File: config.mk
export PLATFORM = sky130hd
export DESIGN_NAME = serial_parallel_sub
export DESIGN_NICKNAME = d
export VERILOG_FILES = /design/src/rtl/serial_parallel_sub.sv
export SDC_FILE = /design/constraint.sdc
export NUM_CORES = 1
export LEC_CHECK = 0
export ABC_AREA = 1
export CORE_UTILIZATION = 52
export CTS_BUF_LIST = sky130_fd_sc_hd__clkbuf_2
export DETAILED_ROUTE_END_ITERATION = 8
export PLACE_DENSITY = 0.87
export SLEW_MARGIN = 15
export SYNTH_ARGS = -nofsm -noshare
export SYNTH_HDL_FRONTEND = slang
export SYNTH_SLANG_ARGS = --single-unit
File: constraint.sdc
create_clock -name clk -period 2.5 [get_ports clk]
set_input_delay 0.5 -clock clk [delete_from_list [all_inputs] [get_ports clk]]
set_output_delay 0.5 -clock clk [all_outputs]
set_load 0.1 [all_outputs]
File: src/rtl/serial_parallel_sub.sv
// Digit-serial WIDTH-bit subtract/add: one DIGIT-wide carry slice, WIDTH/DIGIT cycles from accept to out_valid.
// Accepts only in IDLE; the result and flags are held with out_valid high until out_ready.
`timescale 1ns/1ps
module serial_parallel_sub #(
  parameter int WIDTH = 16,
  parameter int DIGIT = 4
) (
  input  logic             clk,
  input  logic             rst,
  input  logic             in_valid,
  output logic             in_ready,
  input  logic             mode,
  input  logic [WIDTH-1:0] in1,
  input  logic [WIDTH-1:0] in2,
  input  logic             borrow_in,
  output logic             out_valid,
  input  logic             out_ready,
  output logic [WIDTH-1:0] diff,
  output logic             borrow_out,
  output logic             overflow,
  output logic             zero
);
  localparam int N  = WIDTH / DIGIT;
  localparam int IW = (N > 1) ? $clog2(N) : 1;

  typedef enum logic [1:0] {IDLE, RUN, DONE} state_t;

  typedef struct packed {
    logic [WIDTH-1:0] a;
    logic [WIDTH-1:0] b;
    logic             add;
  } opnd_t;

  state_t           state_q;
  opnd_t            op_q;
  logic             cy_q;
  logic [IW-1:0]    idx_q;
  logic [WIDTH-1:0] diff_q;
  logic             borrow_q;
  logic             ovf_q;
  logic             zero_q;

  logic [DIGIT-1:0] b_eff;
  logic [DIGIT-1:0] sum_dig;
  logic             cy_d;
  logic [WIDTH-1:0] diff_d;
  logic             last;
  logic             a_msb;
  logic             b_msb;

  // Subtract runs as a + ~b + ~borrow, so cy_q holds an internal carry (not-borrow) in that mode.
  always_comb begin
    b_eff             = op_q.add ? op_q.b[DIGIT-1:0] : ~op_q.b[DIGIT-1:0];
    {cy_d, sum_dig}   = {1'b0, op_q.a[DIGIT-1:0]} + {1'b0, b_eff} + {{DIGIT{1'b0}}, cy_q};
    diff_d            = (diff_q >> DIGIT) | (WIDTH'(sum_dig) << (WIDTH - DIGIT));
    last              = (idx_q == IW'(N - 1));
    a_msb             = op_q.a[DIGIT-1];
    b_msb             = op_q.b[DIGIT-1];
  end

  always_ff @(posedge clk) begin
    if (rst) begin
      state_q  <= IDLE;
      op_q     <= '0;
      cy_q     <= 1'b0;
      idx_q    <= '0;
      diff_q   <= '0;
      borrow_q <= 1'b0;
      ovf_q    <= 1'b0;
      zero_q   <= 1'b0;
    end else begin
      case (state_q)
        IDLE: begin
          if (in_valid) begin
            op_q    <= '{a: in1, b: in2, add: mode};
            cy_q    <= mode ? borrow_in : ~borrow_in;
            idx_q   <= '0;
            diff_q  <= '0;
            state_q <= RUN;
          end
        end
        RUN: begin
          // Operands shift down so the current digit is always at bit 0; on the last digit that is the MSB digit.
          op_q.a <= op_q.a >> DIGIT;
          op_q.b <= op_q.b >> DIGIT;
          cy_q   <= cy_d;
          diff_q <= diff_d;
          idx_q  <= idx_q + IW'(1);
          if (last) begin
            borrow_q <= op_q.add ? cy_d : ~cy_d;
            ovf_q    <= op_q.add ? ((a_msb == b_msb) && (sum_dig[DIGIT-1] != a_msb))
                                 : ((a_msb != b_msb) && (sum_dig[DIGIT-1] != a_msb));
            zero_q   <= (diff_d == '0);
            state_q  <= DONE;
          end
        end
        DONE: begin
          if (out_ready) state_q <= IDLE;
        end
        default: state_q <= IDLE;
      endcase
    end
  end

  assign in_ready   = (state_q == IDLE);
  assign out_valid  = (state_q == DONE);
  assign diff       = diff_q;
  assign borrow_out = borrow_q;
  assign overflow   = ovf_q;
  assign zero       = zero_q;
endmodule

==> Implementation_results.wiki, run 1 <==
{| class="wikitable"
! Metric !! Value
|-
| Initial standard-cell utilization of the core || 54.7%
|-
| Fin nets || 467
|-
| Number of rows created at floorplan || 25
|-
| Result of the run || finished, final reports clean
|-
| Area growth from synthesis to layout || 23.2%
|-
| Fraction of final layout cells sized beyond drive strength 1 || 11.0%
|-
| Total standard cell area after synthesis || 2600 um^2
|-
| PortBufs || 58
|-
| Final worst-path cycle share || 83.3%
|-
| Required time of the critical path || 2.85 ns
|-
| Crit path from || op_q[0]$_SDFFE_PP0P_
|-
| Maximum number of pins on one net before global-route repair || 45
|-
| Final instance area || 3210 um^2
|-
| Total wire length after detailed routing || 5890 um
|-
| Leak || 1.50 nW
|-
| Max Transition Viols Final || 0
|-
| Final hold violation count || 0
|-
| Post-CTS Repair Setup Buffers || 0
|-
| Sinks on the clock net || 57
|-
| Antenna viol nets, final || 0
|-
| Min setup slack post-route || 0.418 ns
|-
| Final setup vio count || 0
|-
| Wire length of the first global-routing pass || 9570 um
|-
| Number of nets in the synthesized netlist || 413
|-
| Share of the synthesized area in compound gates (AO/OA/AOI/OAI) || 11.9%
|-
| Crit end category || register
|-
| Number of diodes added for antenna fixing || 0
|-
| Synth warn || 0
|-
| Post-layout minimum cycle time || 2.08 ns
|-
| Average detailed-routed wire length per instance || 11.9 um
|-
| RSZ-0062 raised after global routing || false
|-
| Mean instance size in the synthesized netlist || 7.05 um^2
|-
| DP Worst Slack || 0.458 ns
|-
| Core box area || 4750 um^2
|-
| Critical-path maximum fanout || 8
|-
| All-Layer GR Usage || 24.1%
|-
| Deepest level of the CTS H-tree || 3
|-
| Clock tree buffer depth || 2
|-
| Power density over the cells || 581 nW/um^2
|-
| Xor/xnor cell area share of the yosys netlist || 1.35%
|-
| Last weighted congestion value of the routability-driven placer || 0.935
|-
| Total of hold buffers inserted after clock tree synthesis || 0
|-
| Congestion Overflow GR || 0
|-
| Arr. time, crit path || 2.43 ns
|-
| Number of filler cells placed in the layout || 433
|-
| Vias per cell || 4.99
|-
| Via Count || 2,464
|-
| Die boundary height || 72.7 um
|-
| Worst hold path type || reg2reg
|-
| # resized after CTS || 0
|-
| Fraction of the yosys area taken by sequential cells || 43.8%
|-
| Largest family of logic cells by synthesized area || simple AND/OR/NAND/NOR gates
|-
| Max-cap check violation count || 0
|-
| Total placed instance area || 3130 um^2
|-
| Later-pin clock latency in the skew report || 0.46 ns
|-
| Skew final || 0.0169 ns
|-
| DRC violation total after the first TritonRoute iteration || 122
|-
| Adder-cell share of the synthesized area || 3.46%
|-
| Vias in the first global route || 2,107
|-
| Ports placed on the boundary || 59
|-
| Total DRC errors in the routed layout || 0
|-
| Cell at the root of the clock tree || sky130_fd_sc_hd__clkbuf_2
|-
| Worst slew margin || 50.8%
|-
| Die width || 72.7 um
|-
| Startpoint of the tightest hold check path || op_q[16]$_SDFFE_PP0P_
|-
| Maximum resistive drop on vdd || 0.000296 V
|-
| Transition at the pin with the smallest max-transition slack || 0.737 ns
|-
| Distinct cell type count of the synthesized netlist || 25
|-
| Source of the worst register-to-register timing path || op_q[0]$_SDFFE_PP0P_
|-
| Setup TNS || 0 ns
|-
| Fraction of the mapped netlist area in simple logic gates || 29.4%
|-
| Detailed-router iteration count before antenna repair || 4
|-
| Number of antenna violations at the first check in global routing || 0
|-
| Max Clk Rate || 0.480 GHz
|-
| Instance count of the mapped netlist || 369
|-
| Fraction of synthesized area in multiplexers || 0%
|-
| Clock slew at the register clock pins of the worst setup and hold paths || 0.14 ns
|-
| DP HPWL || 4090 um
|-
| Category of the most critical setup path || reg2reg
|-
| Number of buffers added by the clock tree synthesis step || 9
|-
| Design Power || 1.86 mW
|-
| Die Area || 5290 um^2
|-
| CTS tree || yes
|-
| Synthesized flop and latch total || 57
|-
| Setup crit start kind || register
|}
report_power, final:
part | leakage (nW) | internal, mW | switching, mW
logic | 0.975 | 0.158 | 0.259
clock network | 0.0597 | 0.145 | 0.308
registers | 0.466 | 0.956 | 0.0387
final cells by class:
type / instances / area [um^2] / share of cell area [%]
repair buffers: 62 / 571 / 17.8
multi-input cells: 256 / 1200 / 37.4
well taps: 67 / 83.8 / 2.61
flip-flops and latches: 57 / 1140 / 35.6
clock buffers: 14 / 70.1 / 2.18
clock inverters: 1 / 3.75 / 0.117
inverters: 37 / 139 / 4.33
routing by layer:
metal	track usage (%)	up-vias	part of all wire [%]	wire length (um)
li1	-	1273	-	-
met1	31.4	1106	45	2640
met2	36.1	72	48	2820
met3	6.63	13	4.9	291
met4	13.3	0	2.5	145
met5	0	-	0	0
placed cells by master, fill, tap and decap left out:
master	count
sky130_fd_sc_hd__a21oi_1	37
sky130_fd_sc_hd__a22oi_1	6
sky130_fd_sc_hd__a31oi_1	3
sky130_fd_sc_hd__buf_12	1
sky130_fd_sc_hd__buf_4	24
sky130_fd_sc_hd__clkbuf_2	14
sky130_fd_sc_hd__clkdlybuf4s50_1	37
sky130_fd_sc_hd__clkinv_1	1
sky130_fd_sc_hd__dfxtp_1	57
sky130_fd_sc_hd__fa_1	2
sky130_fd_sc_hd__ha_1	4
sky130_fd_sc_hd__inv_1	34
sky130_fd_sc_hd__inv_2	3
sky130_fd_sc_hd__nand2_1	144
sky130_fd_sc_hd__nand2_2	2
sky130_fd_sc_hd__nand2_4	1
sky130_fd_sc_hd__nand3_1	23
sky130_fd_sc_hd__nor2_1	18
sky130_fd_sc_hd__nor2_4	1
sky130_fd_sc_hd__o211ai_1	2
sky130_fd_sc_hd__o21a_1	2
sky130_fd_sc_hd__o21ai_0	6
sky130_fd_sc_hd__or2_2	1
sky130_fd_sc_hd__xnor2_1	2
sky130_fd_sc_hd__xor2_1	2
flip-flops by register name (all words and copies together), names as in the netlist:
register / flops
idx_q: 2
a_msb: 1
diff: 16
borrow_out: 1
b_msb: 1
zero: 1
overflow: 1
cy_q: 1
state_q: 2
op_q: 31
critical path: stages, from the launching register on:
cell and delay (ns):
sky130_fd_sc_hd__dfxtp_1 0.52, sky130_fd_sc_hd__xnor2_1 0.13, sky130_fd_sc_hd__fa_1 0.40, sky130_fd_sc_hd__inv_1 0.08
sky130_fd_sc_hd__fa_1 0.41, sky130_fd_sc_hd__inv_1 0.08, sky130_fd_sc_hd__nor2_1 0.04, sky130_fd_sc_hd__nand2_1 0.06
sky130_fd_sc_hd__nor2_1 0.04, sky130_fd_sc_hd__nand3_1 0.05, sky130_fd_sc_hd__nor2_1 0.04, sky130_fd_sc_hd__nor2_1 0.09
sky130_fd_sc_hd__nor2_1 0.04
logic make-up after synthesis:
logic type | count (synthesis)
buf+inv | 56
simple gates | 190
fa+ha+maj | 6
compound gates | 56
flops | 57
xor+xnor | 4
stage by stage:
step                hold slack, ns  std cells  utilization (%)
floorplan                    0.429        369                -
global placement             0.446        479             65.9
detailed placement           0.454        479             65.9
CTS                          0.472        494             67.4
global route                 0.494        494             67.4
finish                       0.472        494             67.4
path summary, 6_finish.rpt:
check	endpoint	slack [ns]	cells past startpoint
setup / recovery	zero$_SDFFE_PP0P_	0.42	12
hold / removal	op_q[16]$_SDFFE_PP0P_	0.47	2
setup reg to reg	zero$_SDFFE_PP0P_	0.42	12
hold reg to reg	op_q[16]$_SDFFE_PP0P_	0.47	2
cell usage after synthesis:
cell type                    n  area share (%)
sky130_fd_sc_hd__o21ai_0     6             1.2
sky130_fd_sc_hd__xnor2_1     2            0.67
sky130_fd_sc_hd__or2_2       1            0.24
sky130_fd_sc_hd__xor2_1      2            0.67
sky130_fd_sc_hd__ha_1        4             1.9
sky130_fd_sc_hd__nand2_4     1            0.43
sky130_fd_sc_hd__fa_1        2             1.5
sky130_fd_sc_hd__nand2_1   144              21
sky130_fd_sc_hd__inv_2       3            0.43
sky130_fd_sc_hd__dfxtp_1    57              44
sky130_fd_sc_hd__a31oi_1     3            0.72
sky130_fd_sc_hd__a21oi_1    37             7.1
sky130_fd_sc_hd__nor2_1     18             2.6
sky130_fd_sc_hd__clkbuf_1    4            0.58
sky130_fd_sc_hd__o211ai_1    2            0.58
sky130_fd_sc_hd__nand2_2     2            0.48
sky130_fd_sc_hd__buf_4       4             1.2
sky130_fd_sc_hd__inv_1      34             4.9
sky130_fd_sc_hd__buf_1       1            0.14
sky130_fd_sc_hd__nand3_1    23             4.4
sky130_fd_sc_hd__a22oi_1     6             1.7
sky130_fd_sc_hd__nor2_4      1            0.43
sky130_fd_sc_hd__o21a_1      2            0.58
sky130_fd_sc_hd__buf_2       6             1.2
sky130_fd_sc_hd__buf_6       4             1.7
No activity file was read; power rests on OpenSTA's default activity.
==> inputs of run 2 (changes only) <==
==> constraint.sdc (replaced) <==
create_clock -name clk -period 1.95 [get_ports clk]
set_input_delay 0.39 -clock clk [delete_from_list [all_inputs] [get_ports clk]]
set_output_delay 0.39 -clock clk [all_outputs]
set_load 0.1 [all_outputs]
==> run 2 against run 1 <==
  * Cell count up 1.2%
  * Via count down 0.24%
  * Sequential power up 29%
  * Worst setup slack worse by 0.39 ns
  * Hold slack worse by 0.030 ns
  * Largest power group unchanged
==> Implementation_results.wiki, run 2 (synthesis gave the netlist of run 1 again) <==
{| class="wikitable"
! Metric !! Value
|-
| Min setup slack post-route || 0.0318 ns
|-
| Max FFs per register || 31
|-
| Deepest level of the CTS H-tree || 3
|-
| Transition at the pin with the smallest max-transition slack || 0.357 ns
|-
| Detailed-router iteration count before antenna repair || 4
|-
| DRC violation total after the first TritonRoute iteration || 169
|-
| Number of diodes added for antenna fixing || 0
|-
| Series of cell instances along the critical path || xnor2_2, fa_2, inv_1, fa_1, inv_1, nor2_1, nand2_1, nor2_2, nand3_1, nor2_1, nor2_1, nor2_1
|-
| Post-layout minimum cycle time || 1.92 ns
|-
| Cell at the root of the clock tree || sky130_fd_sc_hd__clkbuf_2
|-
| Most frequent cells in the layout || sky130_fd_sc_hd__nand2_1 (144), sky130_fd_sc_hd__dfxtp_1 (55), sky130_fd_sc_hd__a21oi_1 (37), sky130_fd_sc_hd__clkdlybuf4s50_1 (37), sky130_fd_sc_hd__inv_1 (34)
|-
| Core box area || 4750 um^2
|-
| Die boundary height || 72.7 um
|-
| Antenna viol nets, final || 0
|-
| Fraction of final layout cells sized beyond drive strength 1 || 13.9%
|-
| Ports placed on the boundary || 59
|-
| Final cell count without fillers || 500
|-
| Clock slew at the register clock pins of the worst setup and hold paths || 0.17 ns
|-
| Crit end category || register
|-
| Worst hold path type || in2reg
|-
| Switching power summed over all nets || 822 uW
|-
| Maximum resistive drop on vdd || 0.000462 V
|-
| Die width || 72.7 um
|-
| All-Layer GR Usage || 25.4%
|-
| Max Transition Viols Final || 0
|-
| Initial standard-cell utilization of the core || 54.7%
|-
| Leak || 1.56 nW
|-
| Fin nets || 472
|-
| Total DRC errors in the routed layout || 0
|-
| CP max stage cell || sky130_fd_sc_hd__fa_1
|-
| Setup crit start kind || register
|-
| Portion of total power attributed to combinational logic || 20.9%
|-
| Max Clk Rate || 0.521 GHz
|-
| Worst slew margin || 76.2%
|-
| Number of antenna violations at the first check in global routing || 0
|-
| PortBufs || 58
|-
| Final worst-path cycle share || 98.4%
|-
| Most frequent standard cell in the layout excluding fill and tap cells || sky130_fd_sc_hd__nand2_1
|-
| Sum of buffers and inverters on the critical path || 2
|-
| Critical-path maximum fanout || 2
|-
| Internal Power || 1.88 mW
|-
| Via Count || 2,458
|-
| Last weighted congestion value of the routability-driven placer || 0.813
|-
| Maximum number of pins on one net before global-route repair || 35
|-
| Area growth from synthesis to layout || 29.1%
|-
| Vias per cell || 4.92
|-
| Result of the run || finished, final reports clean
|-
| Arr. time, crit path || 2.29 ns
|-
| Later-pin clock latency in the skew report || 0.48 ns
|-
| Die Area || 5290 um^2
|-
| Delay of the slowest critical-path stage || 0.41 ns
|-
| Kind of cell adding the most delay to the critical path || adder cells
|-
| RSZ-0062 raised after global routing || true
|-
| Flop pwr share || 47.3%
|-
| Category of the most critical setup path || reg2reg
|-
| DP HPWL || 4250 um
|-
| Placed cell count || 484
|-
| Switching share of power || 30.5%
|-
| Congestion Overflow GR || 0
|-
| Vias in the first global route || 2,382
|-
| Max-cap check violation count || 0
|-
| CTS tree || yes
|-
| Crit path top cell by count || sky130_fd_sc_hd__nor2_1
|-
| Number of filler cells placed in the layout || 395
|-
| DP Worst Slack || 0.0704 ns
|-
| Clock power frac || 31.8%
|-
| Power density over the cells || 803 nW/um^2
|-
| Final setup vio count || 0
|-
| Number of rows created at floorplan || 25
|-
| Register with the most flip-flops || op_q
|-
| Average detailed-routed wire length per instance || 12.0 um
|-
| Required time of the critical path || 2.32 ns
|-
| Sinks on the clock net || 57
|-
| Skew final || 0.0226 ns
|-
| Clock tree buffer depth || 2
|-
| Number of buffers added by the clock tree synthesis step || 9
|-
| Total wire length after detailed routing || 6000 um
|-
| Wire length of the first global-routing pass || 10,300 um
|-
| Final hold violation count || 0
|}
[run 2: layout make-up]
class / count / area [um^2] / share of cell area [%]
Clock inverter: 6 / 82.6 / 2.46
Tap cell: 67 / 83.8 / 2.49
Sequential cell: 57 / 1140 / 34.0
Multi-Input combinational cell: 256 / 1220 / 36.2
Inverter: 37 / 139 / 4.13
Clock buffer: 10 / 50.0 / 1.49
Timing Repair Buffer: 67 / 646 / 19.2
[run 2: final timing paths]
kind | start | to | slack [ns] | cells past startpoint
max | op_q[0]$_SDFFE_PP0P_ | zero$_SDFFE_PP0P_ | 0.03 | 12
min | in1[15] | op_q[32]$_SDFFE_PP0P_ | 0.44 | 3
max reg2reg | op_q[0]$_SDFFE_PP0P_ | zero$_SDFFE_PP0P_ | 0.03 | 12
min reg2reg | diff[2]$_SDFFE_PP0P_ | diff[2]$_SDFFE_PP0P_ | 0.48 | 2
[run 2: repair_timing]
action                     in CTS  in global routing
setup buffers                   0                  0
setup endpoints to repair       1                  3
resized for setup               0                  5
hold buffers                    0                  0
[run 2: worst register-to-register path: stages, from the launching register on]
cell,delay (ns)
sky130_fd_sc_hd__dfxtp_2,0.37
sky130_fd_sc_hd__xnor2_2,0.13
sky130_fd_sc_hd__fa_2,0.34
sky130_fd_sc_hd__inv_1,0.08
sky130_fd_sc_hd__fa_1,0.41
sky130_fd_sc_hd__inv_1,0.08
sky130_fd_sc_hd__nor2_1,0.04
sky130_fd_sc_hd__nand2_1,0.07
sky130_fd_sc_hd__nor2_2,0.04
sky130_fd_sc_hd__nand3_1,0.07
sky130_fd_sc_hd__nor2_1,0.04
sky130_fd_sc_hd__nor2_1,0.09
sky130_fd_sc_hd__nor2_1,0.05
[run 2: power groups by stage]
stage | clock network (mW) | registers (mW) | logic [mW]
2_1_floorplan | 0 | 1.36 | 0.317
3_3_place_gp | 0 | 1.29 | 0.547
3_5_place_dp | 0 | 1.30 | 0.556
4_1_cts | 0.872 | 1.27 | 0.561
5_1_grt | 0.928 | 1.28 | 0.632
6_report | 0.858 | 1.28 | 0.565
[run 2: routing by layer]
layer,share of wire (%),vias up,GRT usage [%]
met5,0,-,0
met4,1.5,0,8.50
met3,5.0,11,7.04
met2,50,71,43.4
met1,43,1104,30.8
li1,-,1272,-
[run 2: through the flow]
step / hold WS [ns] / TNS, ns / util (%) / power [mW] / area (um^2)
floorplan: 0.429 / 0 / - / 1.67 / 2610
global placement: 0.445 / 0 / 67.6 / 1.84 / 3210
detailed placement: 0.457 / 0 / 67.6 / 1.85 / 3210
CTS: 0.420 / -0.00153 / 70.4 / 2.71 / 3350
global route: 0.422 / -0.191 / 70.7 / 2.84 / 3360
finish: 0.442 / 0 / 70.7 / 2.70 / 3360
